<file path="src/rtl/countdown_timer.sv">
// Countdown timer for the clock's timer slot: edit/run/pause/expire over a packed HH:MM:SS digit word.
// Define COUNTDOWN_ALARM_BLINK_EN to make alarm_o blink while expired instead of following done_o.
module countdown_timer #(
  parameter int          CLK_FREQ_HZ = 1000,
  parameter logic [35:0] PRESET      = 36'h0
) (
  input  logic        clk_i,
  input  logic        reset_i,
  input  logic        start_i,
  input  logic        edit_i,
  input  logic        left_i,
  input  logic        right_i,
  output logic [35:0] out_o,
  output logic        edit_o,
  output logic [2:0]  digit_o,
  output logic        running_o,
  output logic        done_o,
  output logic        alarm_o
);

  typedef enum logic [2:0] {
    ST_IDLE    = 3'd0,
    ST_EDIT    = 3'd1,
    ST_RUNNING = 3'd2,
    ST_PAUSED  = 3'd3,
    ST_EXPIRED = 3'd4
  } state_e;

  localparam int            PW       = (CLK_FREQ_HZ > 1) ? $clog2(CLK_FREQ_HZ) : 1;
  localparam logic [PW-1:0] PRESC_TC = PW'(CLK_FREQ_HZ - 1);

  state_e        state_q, state_d;
  logic [35:0]   count_q, count_d;
  logic [35:0]   preset_q, preset_d;
  logic [2:0]    cursor_q, cursor_d;
  logic [PW-1:0] presc_q, presc_d;
  logic [3:0]    btn_q;
  logic          edit_q, running_q, done_q;

  logic [3:0]    btn;
  logic [3:0]    rise;
  logic          ev_start, ev_edit, ev_left, ev_right;
  logic [35:0]   count_dec;

  // Field 1 (S tens) and field 3 (M tens) hold 0-5, the rest 0-9.
  function automatic logic [5:0] field_max(input int idx);
    return (idx == 1 || idx == 3) ? 6'd5 : 6'd9;
  endfunction

  function automatic logic [35:0] incr_field(input logic [35:0] c, input logic [2:0] sel);
    logic [35:0] r;
    logic [5:0]  f;
    r = c;
    for (int i = 0; i < 6; i++) begin
      f = c[i*6 +: 6];
      if (sel == 3'(i)) r[i*6 +: 6] = (f >= field_max(i)) ? 6'd0 : f + 6'd1;
    end
    return r;
  endfunction

  function automatic logic [35:0] decr_count(input logic [35:0] c);
    logic [35:0] r;
    logic [5:0]  f;
    logic        borrow;
    r      = c;
    borrow = 1'b1;
    for (int i = 0; i < 6; i++) begin
      f = c[i*6 +: 6];
      if (borrow) begin
        if (f == 6'd0) begin
          r[i*6 +: 6] = field_max(i);
        end else begin
          r[i*6 +: 6] = f - 6'd1;
          borrow      = 1'b0;
        end
      end
    end
    return r;
  endfunction

  // Edges are decoded against last cycle's sample; priority edit > start > left > right.
  assign btn       = {right_i, left_i, edit_i, start_i};
  assign rise      = btn & ~btn_q;
  assign ev_edit   = rise[1];
  assign ev_start  = rise[0] & ~rise[1];
  assign ev_left   = rise[2] & ~rise[1] & ~rise[0];
  assign ev_right  = rise[3] & ~rise[2] & ~rise[1] & ~rise[0];
  assign count_dec = decr_count(count_q);

  always_comb begin
    state_d  = state_q;
    count_d  = count_q;
    preset_d = preset_q;
    cursor_d = cursor_q;
    presc_d  = presc_q;
    case (state_q)
      ST_IDLE: begin
        if (ev_edit) begin
          state_d = ST_EDIT;
        end else if (ev_start && count_q != '0) begin
          state_d = ST_RUNNING;
          presc_d = '0;
        end
      end
      ST_EDIT: begin
        if (ev_edit) begin
          preset_d = count_q;
          state_d  = ST_IDLE;
        end else if (ev_start) begin
          count_d = incr_field(count_q, cursor_q);
        end else if (ev_left) begin
          cursor_d = (cursor_q == 3'd5) ? 3'd0 : cursor_q + 3'd1;
        end else if (ev_right) begin
          cursor_d = (cursor_q == 3'd0) ? 3'd5 : cursor_q - 3'd1;
        end
      end
      ST_RUNNING: begin
        if (ev_start) begin
          state_d = ST_PAUSED;
        end else if (presc_q == PRESC_TC) begin
          presc_d = '0;
          count_d = count_dec;
          if (count_dec == '0) state_d = ST_EXPIRED;
        end else begin
          presc_d = presc_q + PW'(1);
        end
      end
      ST_PAUSED: begin
        if (ev_edit) begin
          state_d = ST_EDIT;
        end else if (ev_start) begin
          state_d = ST_RUNNING;
        end
      end
      ST_EXPIRED: begin
        count_d = '0;
        if (ev_edit || ev_start) begin
          state_d = ST_IDLE;
          count_d = preset_q;
        end
      end
      default: state_d = ST_IDLE;
    endcase
  end

  always_ff @(posedge clk_i or posedge reset_i) begin
    if (reset_i) begin
      state_q   <= ST_IDLE;
      count_q   <= PRESET;
      preset_q  <= PRESET;
      cursor_q  <= 3'd0;
      presc_q   <= '0;
      btn_q     <= 4'd0;
      edit_q    <= 1'b0;
      running_q <= 1'b0;
      done_q    <= 1'b0;
    end else begin
      state_q   <= state_d;
      count_q   <= count_d;
      preset_q  <= preset_d;
      cursor_q  <= cursor_d;
      presc_q   <= presc_d;
      btn_q     <= btn;
      edit_q    <= (state_d == ST_EDIT);
      running_q <= (state_d == ST_RUNNING);
      done_q    <= (state_d == ST_EXPIRED);
    end
  end

`ifdef COUNTDOWN_ALARM_BLINK_EN
  localparam int HALF = (CLK_FREQ_HZ / 2 > 0) ? CLK_FREQ_HZ / 2 : 1;
  localparam int BW   = (HALF > 1) ? $clog2(HALF) : 1;

  logic [BW-1:0] blink_cnt_q, blink_cnt_d;
  logic          alarm_q, alarm_d;

  // Starts high on entry to EXPIRED, then flips every HALF cycles while expired.
  always_comb begin
    blink_cnt_d = '0;
    alarm_d     = 1'b0;
    if (state_d == ST_EXPIRED) begin
      if (state_q != ST_EXPIRED) begin
        alarm_d = 1'b1;
      end else if (blink_cnt_q == BW'(HALF - 1)) begin
        alarm_d = ~alarm_q;
      end else begin
        alarm_d     = alarm_q;
        blink_cnt_d = blink_cnt_q + BW'(1);
      end
    end
  end

  always_ff @(posedge clk_i or posedge reset_i) begin
    if (reset_i) begin
      blink_cnt_q <= '0;
      alarm_q     <= 1'b0;
    end else begin
      blink_cnt_q <= blink_cnt_d;
      alarm_q     <= alarm_d;
    end
  end

  assign alarm_o = alarm_q;
`else
  assign alarm_o = done_q;
`endif

  assign out_o     = count_q;
  assign edit_o    = edit_q;
  assign digit_o   = cursor_q;
  assign running_o = running_q;
  assign done_o    = done_q;

endmodule

</file>
<file path="config.mk">
export PLATFORM = sky130hd
export DESIGN_NAME = countdown_timer
export DESIGN_NICKNAME = d
export VERILOG_FILES = /design/src/rtl/countdown_timer.sv
export SDC_FILE = /design/constraint.sdc
export NUM_CORES = 1
export LEC_CHECK = 0
export CELL_PAD_IN_SITES_DETAIL_PLACEMENT = 1
export CELL_PAD_IN_SITES_GLOBAL_PLACEMENT = 2
export CORE_MARGIN = 2
export CORE_UTILIZATION = 33
export CTS_CLUSTER_SIZE = 20
export DETAILED_ROUTE_END_ITERATION = 16
export GPL_ROUTABILITY_DRIVEN = 0
export MAX_ROUTING_LAYER = met4
export PLACE_DENSITY = 0.76
export SLEW_MARGIN = 5
export SYNTH_ARGS = -nofsm -noshare
export SYNTH_HDL_FRONTEND = slang
export SYNTH_SLANG_ARGS = --single-unit
</file>
<file path="constraint.sdc">
create_clock -name clk_i -period 2.9 [get_ports clk_i]
set_clock_uncertainty 0.1 [all_clocks]
set_input_delay 0.435 -clock clk_i [delete_from_list [all_inputs] [get_ports clk_i]]
set_output_delay 0.435 -clock clk_i [all_outputs]
set_load 0.005 [all_outputs]
</file>
==> out/metrics.cfg, run 1 <==
[final_layout]
antenna_cells_inserted = 0
fin_util_pct = 43.3
drive_above_1_share_pct = 19.0
final_net_count = 838
syn_to_final_growth_pct = 27.6

[placed_design]
dp_hpwl_um = 15500
io_buffer_count = 48
post-place-ws_ps = 65.6

[worst_setup_path]
ff2ff_setup_slack_ps = 120
critPathRequiredTime_ps = 3040
ff2ff_path_depth = 10
slowest_stage = or3b_4
cp-start-kind = register
max_stage_delay_ps = 410
setup.worst_path.start = out_o[1]
cp.buffers_inverters = 2
worstPathArrival_ps = 2920
timing.rr.end = state_q[1]
worst-setup-path-type = reg -> reg
worstSetupEndpointType = register
crit_fanout = 5
cpLargestDelayFamily = simple AND/OR/NAND/NOR gates
reg2reg_from = out_o[1]
path_cells = inv_2, ha_4, or3b_4, nor4_4, buf_4, nand3_1, mux2i_2, a211oi_4, and4_4, o211ai_1

[hold_path]
hold_depth = 2
hold_class = reg -> reg
min_from = preset_q[12]
holdPathEnd = preset_q[12]

[yosys]
ys_warn_count = 0
syn_inst = 703
yosys-top-cells-area = dfrtp_1 (39%), ha_1 (5.5%), mux2_2 (4.8%)
synth_cell_type_count = 76
synth_common_cells = dfrtp_1 (95), nand2_1 (64), nor2_1 (63)
seq_area_frac_synth_pct = 38.7
syn_avg_cell_area_um2 = 8.73
synth_edf_count = 0
yosysMostFrequentCell = dfrtp_1
syn_area_mm2 = 0.00614
synth_seq_cells = 95
synth_nets = 736
synth_top_area_share_pct = 38.7
synth_ff_type = dfrtp_1
synth_area_leader_cell = dfrtp_1
async_flop_share_pct = 100

[clock_tree]
cts_sinks = 95
clk_pin_slew_ps = 70
clockBufferDepth = 2
htree_levels = 3
insertion_delay_ps = 370
cts_tree = done
cts_root_buf = clkbuf_16
cts_buffers = 9

[global_routing]
grt_max_degree = 38
grt_pass1_vias = 6280
antenna_found_initial = 0
grt_pass1_wl_um = 35100
grt_overflow = 0
grt_usage_pct = 23.1

[sta]
period_minus_slack_ps = 2780
finalCritPeriodShare_pct = 95.8
slew_violations = 0
rsz0062_at_grt = no
hold_violations = 0
setup_slack_ps = 121
slew-limit-headroom_pct = 51.0
fmax_ghz = 0.360
setup_viol = 0
fin_tns_setup_ps = 0
tightest_slew_ps = 733

[power]
p_per_area_mw_per_mm2 = 1050
leakage_nw = 3.35
vdd_drop_max_mv = 0.342

[route]
vias_per_cell = 5.72
drtPass1Iterations = 5
drc = 0
drtIter0Drc = 296
vias = 5948
ant_nets = 0
wl_per_cell_um = 20.4
finalWirelength_um = 21200

[floorplanning]
die_area_mm2 = 0.0197
core_mm2 = 0.0181
rows = 49
start_util_pct = 33.9
dieWidth_um = 140
die_y_um = 140
io_pins = 49

[flow_run]
maxCapViolCount = 0

[status]
outcome = finished, final reports clean

-- power breakdown --
part | total [mW] | internal (mW) | switching [mW]
clock network | 1.32 | 0.759 | 0.564
registers | 2.13 | 1.73 | 0.399
logic | 4.79 | 2.03 | 2.76
total | 8.24 | 4.51 | 3.72
-- flip-flops by register name, summed over array words and instances, names as in the netlist --
| signal | count |
|---|---|
| digit_o | 3 |
| btn_q | 4 |
| running_o | 1 |
| presc_q | 10 |
| alarm_o | 1 |
| state_q | 3 |
| out_o | 36 |
| preset_q | 36 |
| edit_o | 1 |
-- placed cells by master, fill, tap and decap left out, drive strengths merged, types with 10 or more instances in the layout --
| cell | count |
|---|---|
| a31oi | 12 |
| o21ai | 76 |
| a21oi | 53 |
| nor2 | 63 |
| nor3 | 17 |
| inv | 24 |
| nand4 | 10 |
| buf | 82 |
| nand3 | 23 |
| o31ai | 12 |
| clkbuf | 13 |
| clkdlybuf4s50 | 48 |
| nand2 | 64 |
| nor4 | 18 |
| ha | 27 |
| mux2 | 27 |
| dfrtp | 95 |
-- per-layer routing --
metal / global-route usage [%] / routed length, um / vias up
li1: - / - / 2807
met1: 29.8 / 9680 / 2995
met2: 36.6 / 10300 / 104
met3: 3.38 / 653 / 42
met4: 9.09 / 578 / 0
met5: - / 0 / -
-- metrics by stage --
stage	total power [mW]	hold slack (ps)	cell area, um^2	instances
4_1_cts	8.15	386	7750	1038
6_report	8.24	381	7830	1039
3_3_place_gp	6.64	364	7440	1022
5_1_grt	8.90	406	7830	1039
2_1_floorplan	4.75	348	6140	703
3_5_place_dp	6.78	377	7440	1022
-- area by class of cell --
type / instances / area [um^2]
repair buffers: 130 / 1160
clock inverters: 3 / 67.6
well taps: 229 / 287
clock buffers: 13 / 240
multi-input cells: 543 / 3600
inverters: 26 / 101
fillers: 2087 / 10300
flip-flops and latches: 95 / 2380
-- what timing repair did --
item | 4_1_cts | 5_1_grt
gates resized for setup | 0 | 19
setup buffers | 0 | 1
endpoints found under the setup margin | 0 | 10
hold buffers | 0 | 0
endpoints found under the hold margin | 0 | 0
-- tightest hold or removal path: stages (launching register included) --
cell and delay [ps]:
dfrtp_1 340, nand2_1 50, o21ai_0 60
-- kinds of logic (layout without fill, tap and decap cells) --
logic type	Yosys count	in the layout	synth area share, %
adder cells (fa/ha/maj)	27	27	5.50
multiplexers	31	31	5.61
AND/OR/NAND/NOR	258	258	22.6
AO/OA/AOI/OAI	220	220	22.5
XOR/XNOR	7	7	0.999
buffers and inverters	65	172	4.06
flip-flops	95	95	38.7
-- worst max-delay path by stage --
stage                     depth (start not counted)  slack [ps]         end
after floorplan                                  10          40   out_o[21]
after global placement                           11         160      edit_o
after detailed placement                         10          70  state_q[1]
after CTS                                        10          50  state_q[1]
after global routing                             10           3   out_o[28]
final                                            10         120  state_q[1]
(Power assumes the default switching activity.)
==> run 2, diff against run 1 <==
MAX_ROUTING_LAYER = default   (was met4)
==> run 2 against run 1 <==
Worst setup slack about the same. Largest power group unchanged. Sequential power about the same. Largest cell class unchanged. Final cell count unchanged. Final area unchanged. Hold slack about the same. Die area unchanged. Routed wire length decreased by 0.48%.
==> out/metrics.cfg, run 2 (same netlist as run 1, synthesis figures left out) <==
[floorplanning]
io_pins = 49
core_mm2 = 0.0181
dieWidth_um = 140
die_y_um = 140
rows = 49
start_util_pct = 33.9
die_area_mm2 = 0.0197

[clock_tree]
cts_sinks = 95
cts_buffers = 9
clockBufferDepth = 2
cts_tree = done
insertion_delay_ps = 360
htree_levels = 3
cts_root_buf = clkbuf_16
clk_pin_slew_ps = 70

[sta]
finalCritPeriodShare_pct = 95.8
fin_tns_setup_ps = 0
period_minus_slack_ps = 2780
hold_violations = 0
slew-limit-headroom_pct = 50.2
setup_viol = 0
rsz0062_at_grt = no
tightest_slew_ps = 746
fmax_ghz = 0.360
slew_violations = 0

[final_layout]
seqCellArea_mm2 = 0.00238
finalInstanceArea_mm2 = 0.00783
syn_to_final_growth_pct = 27.6
antenna_cells_inserted = 0
multi_input_area_mm2 = 0.00360
layout_commonest_cell = dfrtp_1
fillers = 2087
final_net_count = 838
final_cell_mix = dfrtp_1 (95), buf_4 (77), nand2_1 (63)
drive_above_1_share_pct = 19.0

[worst_setup_path]
path_cells = inv_2, ha_4, or3b_4, nor4_4, buf_4, nand3_1, mux2i_2, a211oi_4, and4_4, o211ai_1
max_stage_delay_ps = 410
worst-setup-path-type = reg -> reg
cp.buffers_inverters = 2
cpLargestDelayFamily = simple AND/OR/NAND/NOR gates
worstPathArrival_ps = 2920
slowest_stage = or3b_4
worstSetupEndpointType = register
crit_fanout = 5
cp-start-kind = register
critPathRequiredTime_ps = 3040

[global_routing]
antenna_found_initial = 0
grt_pass1_wl_um = 34900
grt_usage_pct = 22.3
grt_max_degree = 38
grt_pass1_vias = 6295
grt_overflow = 0

[hold_path]
hold_class = reg -> reg

[route]
wl_met1_um = 9590
dr_wl_met3_um = 669
ant_nets = 0
wl_per_cell_um = 20.3
drc = 0
drtIter0Drc = 301
vias_per_cell = 5.70
drtPass1Iterations = 4
maxUsedRoutingLayer = met4
routed-wl-met2_um = 10300
finalWirelength_um = 21100
vias = 5925

[placed_design]
dp_hpwl_um = 15500
io_buffer_count = 48
placed_area_mm2 = 0.00744

[power]
vdd_drop_max_mv = 0.337
leakage_nw = 3.35
p_per_area_mw_per_mm2 = 1050
p_total_mw = 8.23

[status]
outcome = finished, final reports clean

[flow_run]
maxCapViolCount = 0

-- run 2: cell counts in the layout (fill, tap and decap cells not counted) --
No cell type changed its count.
-- run 2: power by group --
group / leakage (nW) / switching, mW / internal (mW) / total, mW
Sequential: 1.24 / 0.396 / 1.73 / 2.13
Clock: 0.144 / 0.560 / 0.759 / 1.32
Combinational: 1.96 / 2.76 / 2.02 / 4.78
-- run 2: tightest hold or removal path, delay by kind of cell (launching register included) --
| kind | cells | cell delay (ps) |
|---|---|---|
| and+or+nand+nor | 1 | 50 |
| DFF | 1 | 340 |
| AOI/OAI and AO/OA | 1 | 60 |
-- run 2: cell type report --
| class | instances | area share, % |
|---|---|---|
| multi-input cells | 543 | 46.0 |
| clock inverters | 3 | 0.863 |
| inverters | 26 | 1.29 |
| clock buffers | 13 | 3.07 |
| flip-flops and latches | 95 | 30.4 |
| well taps | 229 | 3.66 |
| repair buffers | 130 | 14.8 |
-- run 2: repair_timing --
action | 4_1_cts | 5_1_grt
endpoints found under the setup margin | 0 | 10
gates resized for setup | 0 | 19
hold buffers | 0 | 0
setup buffers | 0 | 1
-- run 2: through the flow --
stage | hold WS (ps) | instances | setup WS [ps] | utilization, %
after floorplan | 348 | 703 | 44.4 | -
after global placement | 364 | 1022 | 164 | 41.1
after detailed placement | 377 | 1022 | 65.6 | 41.1
after CTS | 386 | 1038 | 47.2 | 42.8
after global routing | 406 | 1039 | 3.27 | 43.3
final | 381 | 1039 | 121 | 43.3
-- run 2: path summary, 6_finish.rpt --
path / to / from / slack [ps] / depth (start not counted)
min in group asynchronous: preset_q[0] / reset_i / 440 / 2
min reg2reg: preset_q[12] / preset_q[12] / 380 / 2
max reg2reg: state_q[1] / out_o[1] / 120 / 10
min: preset_q[12] / preset_q[12] / 380 / 2
max in group asynchronous: out_o[17] / reset_i / 1610 / 3
max: state_q[1] / out_o[1] / 120 / 10
-- run 2: layer usage --
metal	vias up	GRT usage, %
met5	-	0
met3	32	3.45
met4	0	9.09
li1	2798	-
met1	2992	29.5
met2	103	36.7
==> run 3, diff against run 2 <==
CORE_UTILIZATION = 35   (was 33)
DONT_BUFFER_PORTS = 1   (was default)
GPL_TIMING_DRIVEN = 0   (was default)
PLACE_DENSITY = 0.71   (was 0.76)
clock period = 3.2 ns   (was 2.9 ns; I/O delays follow)
==> run 3 against run 2 <==
Final area fell by 9.5%. Register-to-register slack hardly changed. Largest cell class unchanged. Die area fell by 5.6%. Non-clock buffer count shrank 74. Sequential share of layout area up 3.2 points.
==> out/metrics.cfg, run 3 (same netlist as run 1, synthesis figures left out) <==
[status]
outcome = finished, final reports clean

[global_routing]
grt_max_degree = 62
grt_pass1_vias = 5745
grt_pass1_wl_um = 33100
antenna_found_initial = 0
gr-usage-met3_pct = 3.69
grt_usage_pct = 23.3
top_usage_layer = met2
grt_overflow = 0
grt_use_met2_pct = 37.7
use_met1_pct = 31.8

[worst_setup_path]
worst-setup-path-type = reg -> reg
critPathRequiredTime_ps = 3320
worstPathArrival_ps = 3200
reg2reg_from = out_o[7]
crit_fanout = 7
worstSetupEndpointType = register
setup.worst_path.start = out_o[7]
ff2ff_setup_slack_ps = 120
cp-start-kind = register

[route]
drc = 0
wl_per_cell_um = 21.9
vias_per_cell = 5.92
ant_nets = 0
vias = 5685
drtIter0Drc = 305
drtPass1Iterations = 5
finalWirelength_um = 21000

[hold_path]
min_from = start_i
hold_class = in -> reg

[sta]
fmax_ghz = 0.325
slew_violations = 0
slew-limit-headroom_pct = 22.0
setup_viol = 0
period_minus_slack_ps = 3080
hold_violations = 0
fin_tns_setup_ps = 0
tightest_slew_ps = 1160
finalCritPeriodShare_pct = 96.2

[final_layout]
fillers = 2042
syn_to_final_growth_pct = 15.5
final_net_count = 764
final_cell_mix = dfrtp_1 (91), nand2_1 (62), nor2_1 (59)
drive_above_1_share_pct = 13.9
antenna_cells_inserted = 0
layout_commonest_cell = dfrtp_1
fin_util_pct = 41.1
finalNonFillerCells = 961

[power]
leakage_nw = 2.96
vdd_drop_max_mv = 0.344
swShare_pct = 48.5
seqPwrFrac_pct = 29.7
p_per_area_mw_per_mm2 = 975
p_int_mw = 3.56
power_frac_clock_pct = 16.9
p_switching_mw = 3.35
combPwrFrac_pct = 53.4

[clock_tree]
htree_levels = 3
cts_root_buf = clkbuf_16
cts_sinks = 95
clockBufferDepth = 2
clk_pin_slew_ps = 70
insertion_delay_ps = 350
cts_tree = done
cts_buffers = 9

[floorplanning]
dieWidth_um = 136
start_util_pct = 35.6
rows = 48
die_area_mm2 = 0.0186
die_y_um = 136
io_pins = 49
core_mm2 = 0.0172

[placed_design]
io_buffer_count = 0
placed_cells = 931
dp_hpwl_um = 15100

[flow_run]
maxCapViolCount = 0

run 3: cell types whose count changed in the layout (fill, tap and decap cells not counted), sizes merged:
cell	previous run	this run
clkinv	1	3
buf	82	24
dlygate4sd3	0	1
clkinvlp	2	0
clkbuf	13	43
clkdlybuf4s50	48	0
inv	24	25
run 3: layout make-up:
type | count | area (um^2) | share of cell area (%)
buffer | 37 | 149 | 2.10
clock buffer | 12 | 236 | 3.34
tap | 225 | 282 | 3.97
inverter | 26 | 100 | 1.41
clock inverter | 4 | 70.1 | 0.989
timing repair buffer | 19 | 178 | 2.51
sequential | 95 | 2380 | 33.6
multi-input combinational | 543 | 3690 | 52.1
run 3: power by group through the flow:
stage / clock network [mW] / registers (mW) / logic [mW]
floorplan: 0 / 1.88 / 2.42
global placement: 0 / 2.04 / 3.24
detailed placement: 0 / 2.06 / 3.33
CTS: 1.20 / 2.05 / 3.47
global route: 1.24 / 2.12 / 4.08
finish: 1.17 / 2.06 / 3.69
run 3: critical path, cell delays in order (launching register included):
cell and delay, ps:
dfrtp_1 500, inv_1 220, ha_2 330, inv_1 170
nor4_4 360, nand2_1 220, nor3_1 240, mux2_2 350
a222oi_1 350, o21ai_1 100
run 3: timing repair:
item,in CTS,in global routing
pin swaps,3,4
hold endpoints to repair,34,0
hold buffers,1,0
gates resized for setup,18,22
setup buffers,8,7
setup endpoints to repair,32,8
run 3: layer usage:
layer	vias to the layer above	part of all wire, %	wire length [um]
met5	-	0	0
met4	0	2.6	538
met3	28	4.3	898
met2	130	47	9780
met1	2857	47	9800
li1	2670	-	-
run 3: metrics by stage:
stage	hold slack [ps]	setup slack, ps	total power [mW]	area (um^2)
detailed placement	305	-459	5.39	6470
global route	36.6	-0.316	7.45	7090
CTS	40.6	1.78	6.72	6930
finish	49.6	121	6.91	7090
floorplan	348	143	4.30	6140
global placement	363	-1200	5.28	6420
run 3: path summary, 6_finish.rpt:
kind                                      to  cells past startpoint
worst min register to register   preset_q[6]                      2
worst max-delay path               out_o[21]                      9
worst max register to register     out_o[21]                      9
max in group asynchronous       preset_q[26]                      3
worst min-delay path                btn_q[0]                      0
min in group asynchronous           out_o[5]                      2
